<file path="src/rtl/disp_bin2bcd_if.sv">
// Request/result bundle between a binary-value producer and the
// binary-to-BCD converter that feeds the seven-segment multiplexer.
interface disp_bin2bcd_if #(
   parameter int W = 14
);
   logic         start;
   logic [W-1:0] bin;
   logic         blank_lz;
   logic         ready;
   logic         done;
   logic         overflow;
   logic [3:0]   hex3;
   logic [3:0]   hex2;
   logic [3:0]   hex1;
   logic [3:0]   hex0;

   modport master (
      output start, bin, blank_lz,
      input  ready, done, overflow, hex3, hex2, hex1, hex0
   );

   modport slave (
      input  start, bin, blank_lz,
      output ready, done, overflow, hex3, hex2, hex1, hex0
   );
endinterface

</file>
<file path="src/rtl/disp_bin2bcd.sv">
// Sequential double-dabble converter: W-bit binary to four display digit codes,
// one bit per clock, with optional leading-zero blanking and overflow glyphs.
module disp_bin2bcd #(
   parameter int W = 14
) (
   input logic          clk,
   input logic          rst,
   disp_bin2bcd_if.slave bus
);
   localparam int SW = 16 + W;

   typedef enum logic [1:0] {IDLE, CONV, DONE} state_t;

   state_t        state_reg;
   state_t        state_next;
   logic [SW-1:0] sr_reg;
   logic [3:0]    cnt_reg;
   logic          blank_reg;
   logic          ovf_cap_reg;
   logic          done_reg;
   logic          overflow_reg;
   logic [3:0]    hex_reg [4];

   logic [3:0]    digit [4];
   logic [15:0]   adj;
   logic [3:0]    code [4];
   logic          lead3;
   logic          lead2;
   logic          lead1;
   logic          bin_ovf;

   // BCD nibbles sit above the binary field; each is pre-corrected before the shift.
   for (genvar gi = 0; gi < 4; gi++) begin : g_nib
      assign digit[gi]        = sr_reg[W + 4*gi +: 4];
      assign adj[4*gi +: 4]   = (digit[gi] >= 4'd5) ? digit[gi] + 4'd3 : digit[gi];
   end

   assign bin_ovf = 32'(bus.bin) > 32'd9999;

   always_comb begin
      lead3 = (digit[3] == 4'd0);
      lead2 = lead3 && (digit[2] == 4'd0);
      lead1 = lead2 && (digit[1] == 4'd0);
      code[3] = digit[3];
      code[2] = digit[2];
      code[1] = digit[1];
      code[0] = digit[0];
      if (ovf_cap_reg) begin
         code[3] = 4'hf;
         code[2] = 4'hf;
         code[1] = 4'hf;
         code[0] = 4'hf;
      end else if (blank_reg) begin
         // Units digit always stays visible so zero still shows as "0".
         if (lead3) code[3] = 4'hc;
         if (lead2) code[2] = 4'hc;
         if (lead1) code[1] = 4'hc;
      end
   end

   always_ff @(posedge clk or negedge rst) begin
      if (!rst) begin
         state_reg <= IDLE;
      end else begin
         state_reg <= state_next;
      end
   end

   always_comb begin
      state_next = state_reg;
      case (state_reg)
         IDLE: if (bus.start) state_next = CONV;
         CONV: if (cnt_reg == 4'(W - 1)) state_next = DONE;
         DONE: state_next = IDLE;
         default: state_next = IDLE;
      endcase
   end

   always_ff @(posedge clk or negedge rst) begin
      if (!rst) begin
         sr_reg       <= '0;
         cnt_reg      <= '0;
         blank_reg    <= 1'b0;
         ovf_cap_reg  <= 1'b0;
         done_reg     <= 1'b0;
         overflow_reg <= 1'b0;
         for (int i = 0; i < 4; i++) hex_reg[i] <= 4'hc;
      end else begin
         done_reg <= 1'b0;
         case (state_reg)
            IDLE: begin
               if (bus.start) begin
                  sr_reg      <= {16'd0, bus.bin};
                  cnt_reg     <= '0;
                  blank_reg   <= bus.blank_lz;
                  ovf_cap_reg <= bin_ovf;
               end
            end
            CONV: begin
               sr_reg  <= {adj, sr_reg[W-1:0]} << 1;
               cnt_reg <= cnt_reg + 4'd1;
            end
            DONE: begin
               for (int i = 0; i < 4; i++) hex_reg[i] <= code[i];
               overflow_reg <= ovf_cap_reg;
               done_reg     <= 1'b1;
            end
            default: ;
         endcase
      end
   end

   assign bus.ready    = (state_reg == IDLE);
   assign bus.done     = done_reg;
   assign bus.overflow = overflow_reg;
   assign bus.hex3     = hex_reg[3];
   assign bus.hex2     = hex_reg[2];
   assign bus.hex1     = hex_reg[1];
   assign bus.hex0     = hex_reg[0];
endmodule

</file>
<file path="src/flat_wrapper.sv">
// flat-port wrapper written by rule: the top's interface ports become plain ports
module disp_bin2bcd_flat 
#(
   parameter int W = 14
)
  (clk, rst, bus_start, bus_bin, bus_blank_lz, bus_ready, bus_done, bus_overflow, bus_hex3, bus_hex2, bus_hex1, bus_hex0);
  disp_bin2bcd_if #(.W(W)) bus_i ();
  input logic clk;
  input logic rst;
  input wire logic [$bits(bus_i.start)-1:0] bus_start;
  input wire logic [$bits(bus_i.bin)-1:0] bus_bin;
  input wire logic [$bits(bus_i.blank_lz)-1:0] bus_blank_lz;
  output wire logic [$bits(bus_i.ready)-1:0] bus_ready;
  output wire logic [$bits(bus_i.done)-1:0] bus_done;
  output wire logic [$bits(bus_i.overflow)-1:0] bus_overflow;
  output wire logic [$bits(bus_i.hex3)-1:0] bus_hex3;
  output wire logic [$bits(bus_i.hex2)-1:0] bus_hex2;
  output wire logic [$bits(bus_i.hex1)-1:0] bus_hex1;
  output wire logic [$bits(bus_i.hex0)-1:0] bus_hex0;
  assign bus_i.start = bus_start;
  assign bus_i.bin = bus_bin;
  assign bus_i.blank_lz = bus_blank_lz;
  assign bus_ready = bus_i.ready;
  assign bus_done = bus_i.done;
  assign bus_overflow = bus_i.overflow;
  assign bus_hex3 = bus_i.hex3;
  assign bus_hex2 = bus_i.hex2;
  assign bus_hex1 = bus_i.hex1;
  assign bus_hex0 = bus_i.hex0;
  disp_bin2bcd #(.W(W)) u_core (.clk(clk), .rst(rst), .bus(bus_i));
endmodule
</file>
<file path="config.mk">
export PLATFORM = sky130hd
export DESIGN_NAME = disp_bin2bcd_flat
export DESIGN_NICKNAME = d
export VERILOG_FILES = /design/src/rtl/disp_bin2bcd_if.sv /design/src/rtl/disp_bin2bcd.sv /design/src/flat_wrapper.sv
export SDC_FILE = /design/constraint.sdc
export NUM_CORES = 1
export LEC_CHECK = 0
export CORE_MARGIN = 5
export CORE_UTILIZATION = 25
export DETAILED_ROUTE_END_ITERATION = 8
export GPL_TIMING_DRIVEN = 0
export PLACE_DENSITY_LB_ADDON = 0.08
export RECOVER_POWER = 50
export SETUP_SLACK_MARGIN = 0.5
export SLEW_MARGIN = 5
export SYNTH_ARGS = -nofsm -noshare
export SYNTH_HDL_FRONTEND = slang
export SYNTH_SLANG_ARGS = --single-unit
</file>
<file path="constraint.sdc">
create_clock -name clk -period 5.02 [get_ports clk]
set_clock_uncertainty 0.1 [all_clocks]
set_input_delay 0.753 -clock clk [delete_from_list [all_inputs] [get_ports clk]]
set_output_delay 0.753 -clock clk [all_outputs]
set_load 0.01 [all_outputs]
</file>
==> metrics.md <==
| Metric | Value |
|---|---|
| Mux contribution to synthesized area | `4.89%` |
| Post_cts resized | `0` |
| Vias | `2,009` |
| HP Class | `flip-flop to flip-flop` |
| Residual DRC | `0` |
| Origin of the critical flop-to-flop path | `u_core.sr_reg[26]` |
| Power Total | `1.80 mW` |
| DR WL/cell | `14.9 microns` |
| Crit-path max cell delay | `0.62 ns` |
| Post-synthesis xor/xnor area fraction | `1.96%` |
| Clock Tree Root | `clkbuf_8` |
| Commonest non-fill, non-tap cell in the layout | `dfrtp_1` |
| Top cells by area, synth | `dfrtp_1 45%, dfstp_2 7.8%, ha_1 5.6%` |
| CTS tree | `yes` |
| Psw | `0.703 mW` |
| Pleak | `1.34 nW` |
| WS Path Type | `flip-flop to flip-flop` |
| Netlist cell types | `36` |
| Global-route wire length before repair | `11,000 microns` |
| Ports | `37` |
| Total CTS buffers | `5` |
| Switch share | `39.2%` |
| Cell family with most CP delay | `simple AND/OR/NAND/NOR gates` |
| Net count after synthesis | `286` |
| Tcrit/Tclk final | `47.6%` |
| Avg Cell Area, Syn | `10.5 sq um` |
| Hold-fix buffer count after cts | `0` |
| VDD IR max | `0.175 mV` |
| Seq/Total Area, Yosys | `52.6%` |
| Clock share of power | `15.4%` |
| RSZ-0062 raised after global routing | `false` |
| Fillers | `1,086` |
| Commonest cells after routing, fill and taps aside | `48 x dfrtp_1, 35 x clkdlybuf4s50_1, 30 x nand2_1` |
| Share of layout cells above drive strength 1 | `8.00%` |
| Port Buffers | `36` |
| GPL Wtd Cong | `0.750` |
| Worst path required time | `5.19 ns` |
| CTS clk-pin slew, worst paths | `0.11 ns` |
| CP cell instances | `inv_1 -> ha_1 -> nand4bb_1 -> or4b_4 -> nor4b_4 -> o32a_2` |
| Slowest-stage cell, CP | `or4b_4` |
| Chip height | `114 microns` |
| Simple-Gate Fraction of Synth Area | `14.6%` |
| Final min period | `2.39 ns` |
| Area delta synth->final | `22.5%` |
| HPWL after detailed placement | `4530 microns` |
| Status | `finished clean` |
| Yosys reg bits | `56` |
| Routed Antenna Nets | `0` |
| Htree depth | `2` |
| Setup crit start | `u_core.sr_reg[26]` |
| Layout Cells excl Fill | `436` |
| Slew Limit Headroom | `50.0%` |
| Crit path capture type | `flip-flop` |
| Yosys top cell area share | `44.7%` |
| DP Cell Count | `428` |
| Pin count of the biggest net entering global routing | `57` |
| Max reg flops | `30` |
| Vias/cell | `4.61` |
| Std cell rows | `37` |
| Post-CTS Setup Inserts | `0` |
| Vias in the first global route | `2,165` |
| Initial antenna violation count | `0` |
| Initial Utilization | `25.8%` |
| Total length of routed wires | `6480 microns` |
| Layout net count | `329` |
| Hold path start | `u_core.bus.hex3[3]` |
| CORE AREA | `10,400 sq um` |
| Max Clk Rate | `0.418 GHz` |
| Largest family of logic cells by synthesized area | `compound AO/OA/AOI/OAI gates` |
| Post-synthesis compound-gate area fraction | `16.8%` |
| Final TNS setup | `0 ns` |
| Fin. Hold Viols | `0` |
| DR iter-0 viols | `66` |
| Drt pass-1 iters | `4` |
| Setup crit start kind | `flip-flop` |
| Tightest Pin Transition | `0.750 ns` |
| Seq pwr share | `42.2%` |
| Full die area | `12,900 sq um` |
| Grt total ovfl | `0` |
| Synth Warn # | `0` |
| Leading area contributor after synthesis | `dfrtp_1` |
| Pins over their slew limit | `0` |
| # diodes | `0` |
| Max Buffers Root-to-Sink | `2` |
| Gr usage total | `10.7%` |
| Comb pwr share | `42.4%` |
| Max-Cap Viols | `0` |
| Number of buffers and inverters on the critical path | `1` |
| Die width | `114 microns` |
| Synthesized area | `2690 sq um` |
| Clock Sink Count | `56` |
| Worst skew pair latency | `0.31 ns` |
| Final setup viols | `0` |
| Fraction of the mapped netlist area in adder cells | `5.59%` |
| CP arrival | `2.56 ns` |
| Critical Path Fanout Max | `5` |
| Worst hold slack | `0.357 ns` |
| PD cells | `546 nW/um^2` |
| P_int | `1.09 mW` |
| Synth Instances | `256` |
==> metal layers <==
metal / vias up / global-route usage, % / part of all wire (%)
met5: - / 0 / 0
met4: 0 / 2.88 / 0.79
met3: 4 / 2.07 / 2.8
met2: 28 / 17.3 / 47
met1: 979 / 14.6 / 50
li1: 998 / - / -
==> power groups by stage <==
stage               clock (mW)  sequential [mW]  combinational [mW]
global route             0.311            0.786               0.862
finish                   0.277            0.758               0.761
floorplan                    0            0.751               0.531
CTS                      0.295            0.764               0.788
global placement             0            0.773               0.788
detailed placement           0            0.771               0.786
==> cell families after synthesis <==
kind of cell,Yosys count
and+or+nand+nor,75
xor gates and xnor gates,6
DFF,56
muxes,13
buffers and inverters,23
adders and majority gates,12
AOI/OAI and AO/OA,71
==> stage by stage <==
stage	utilization [%]	instance area [sq um]	setup WS [ns]
floorplan	-	2690	2.96
global placement	30.9	3220	1.03
detailed placement	30.8	3210	2.32
CTS	31.8	3310	2.59
global route	31.6	3290	2.49
finish	31.6	3290	2.63
==> path summary, 6_finish.rpt <==
path / cells past startpoint / endpoint / slack (ns)
max: 6 / u_core.bus.hex1[3] / 2.63
min: 2 / u_core.bus.hex3[3] / 0.36
max reg2reg: 6 / u_core.bus.hex1[3] / 2.63
min reg2reg: 2 / u_core.bus.hex3[3] / 0.36
max in group asynchronous: 1 / u_core.cnt_reg[3] / 3.92
min in group asynchronous: 1 / u_core.sr_reg[24] / 0.40
==> cell usage after synthesis <==
| cell type | number |
|---|---|
| buf_6 | 1 |
| nor2b_1 | 1 |
| a221o_1 | 2 |
| nand2b_1 | 7 |
| nor4b_4 | 1 |
| ha_1 | 12 |
| o32a_2 | 2 |
| o31ai_1 | 5 |
| clkbuf_1 | 9 |
| buf_2 | 2 |
| nor4b_1 | 1 |
| dfrtp_1 | 48 |
| nand3b_1 | 1 |
| mux2_2 | 1 |
| xor2_1 | 2 |
| nor2_1 | 18 |
| or2_2 | 1 |
| a21oi_1 | 15 |
| nor3_1 | 3 |
| mux2i_1 | 12 |
| a22o_1 | 1 |
| nor4_1 | 1 |
| o311ai_0 | 4 |
| nand4bb_4 | 1 |
| a32o_1 | 4 |
| nand3_1 | 6 |
| or4b_4 | 1 |
| o22ai_1 | 9 |
| dfstp_2 | 8 |
| xnor2_1 | 4 |
| o21ai_0 | 26 |
| o22a_1 | 2 |
| nand2_1 | 30 |
| o32ai_1 | 1 |
| inv_1 | 11 |
| nor3b_1 | 3 |
==> layout make-up <==
cell class	count	area, sq um	share of cell area [%]
plain buffers	12	47.5	1.45
clock buffers	8	100	3.04
inverters	11	41.3	1.26
multi-input cells	177	1160	35.3
flip-flops and latches	56	1410	42.9
well taps	136	170	5.17
repair buffers	36	358	10.9
==> worst min-delay path, delay by kind of cell, from the launching register on <==
kind             cells  cell delay, ns
and+or+nand+nor      2            0.09
DFF                  1            0.38
(Power assumes the default switching activity.)
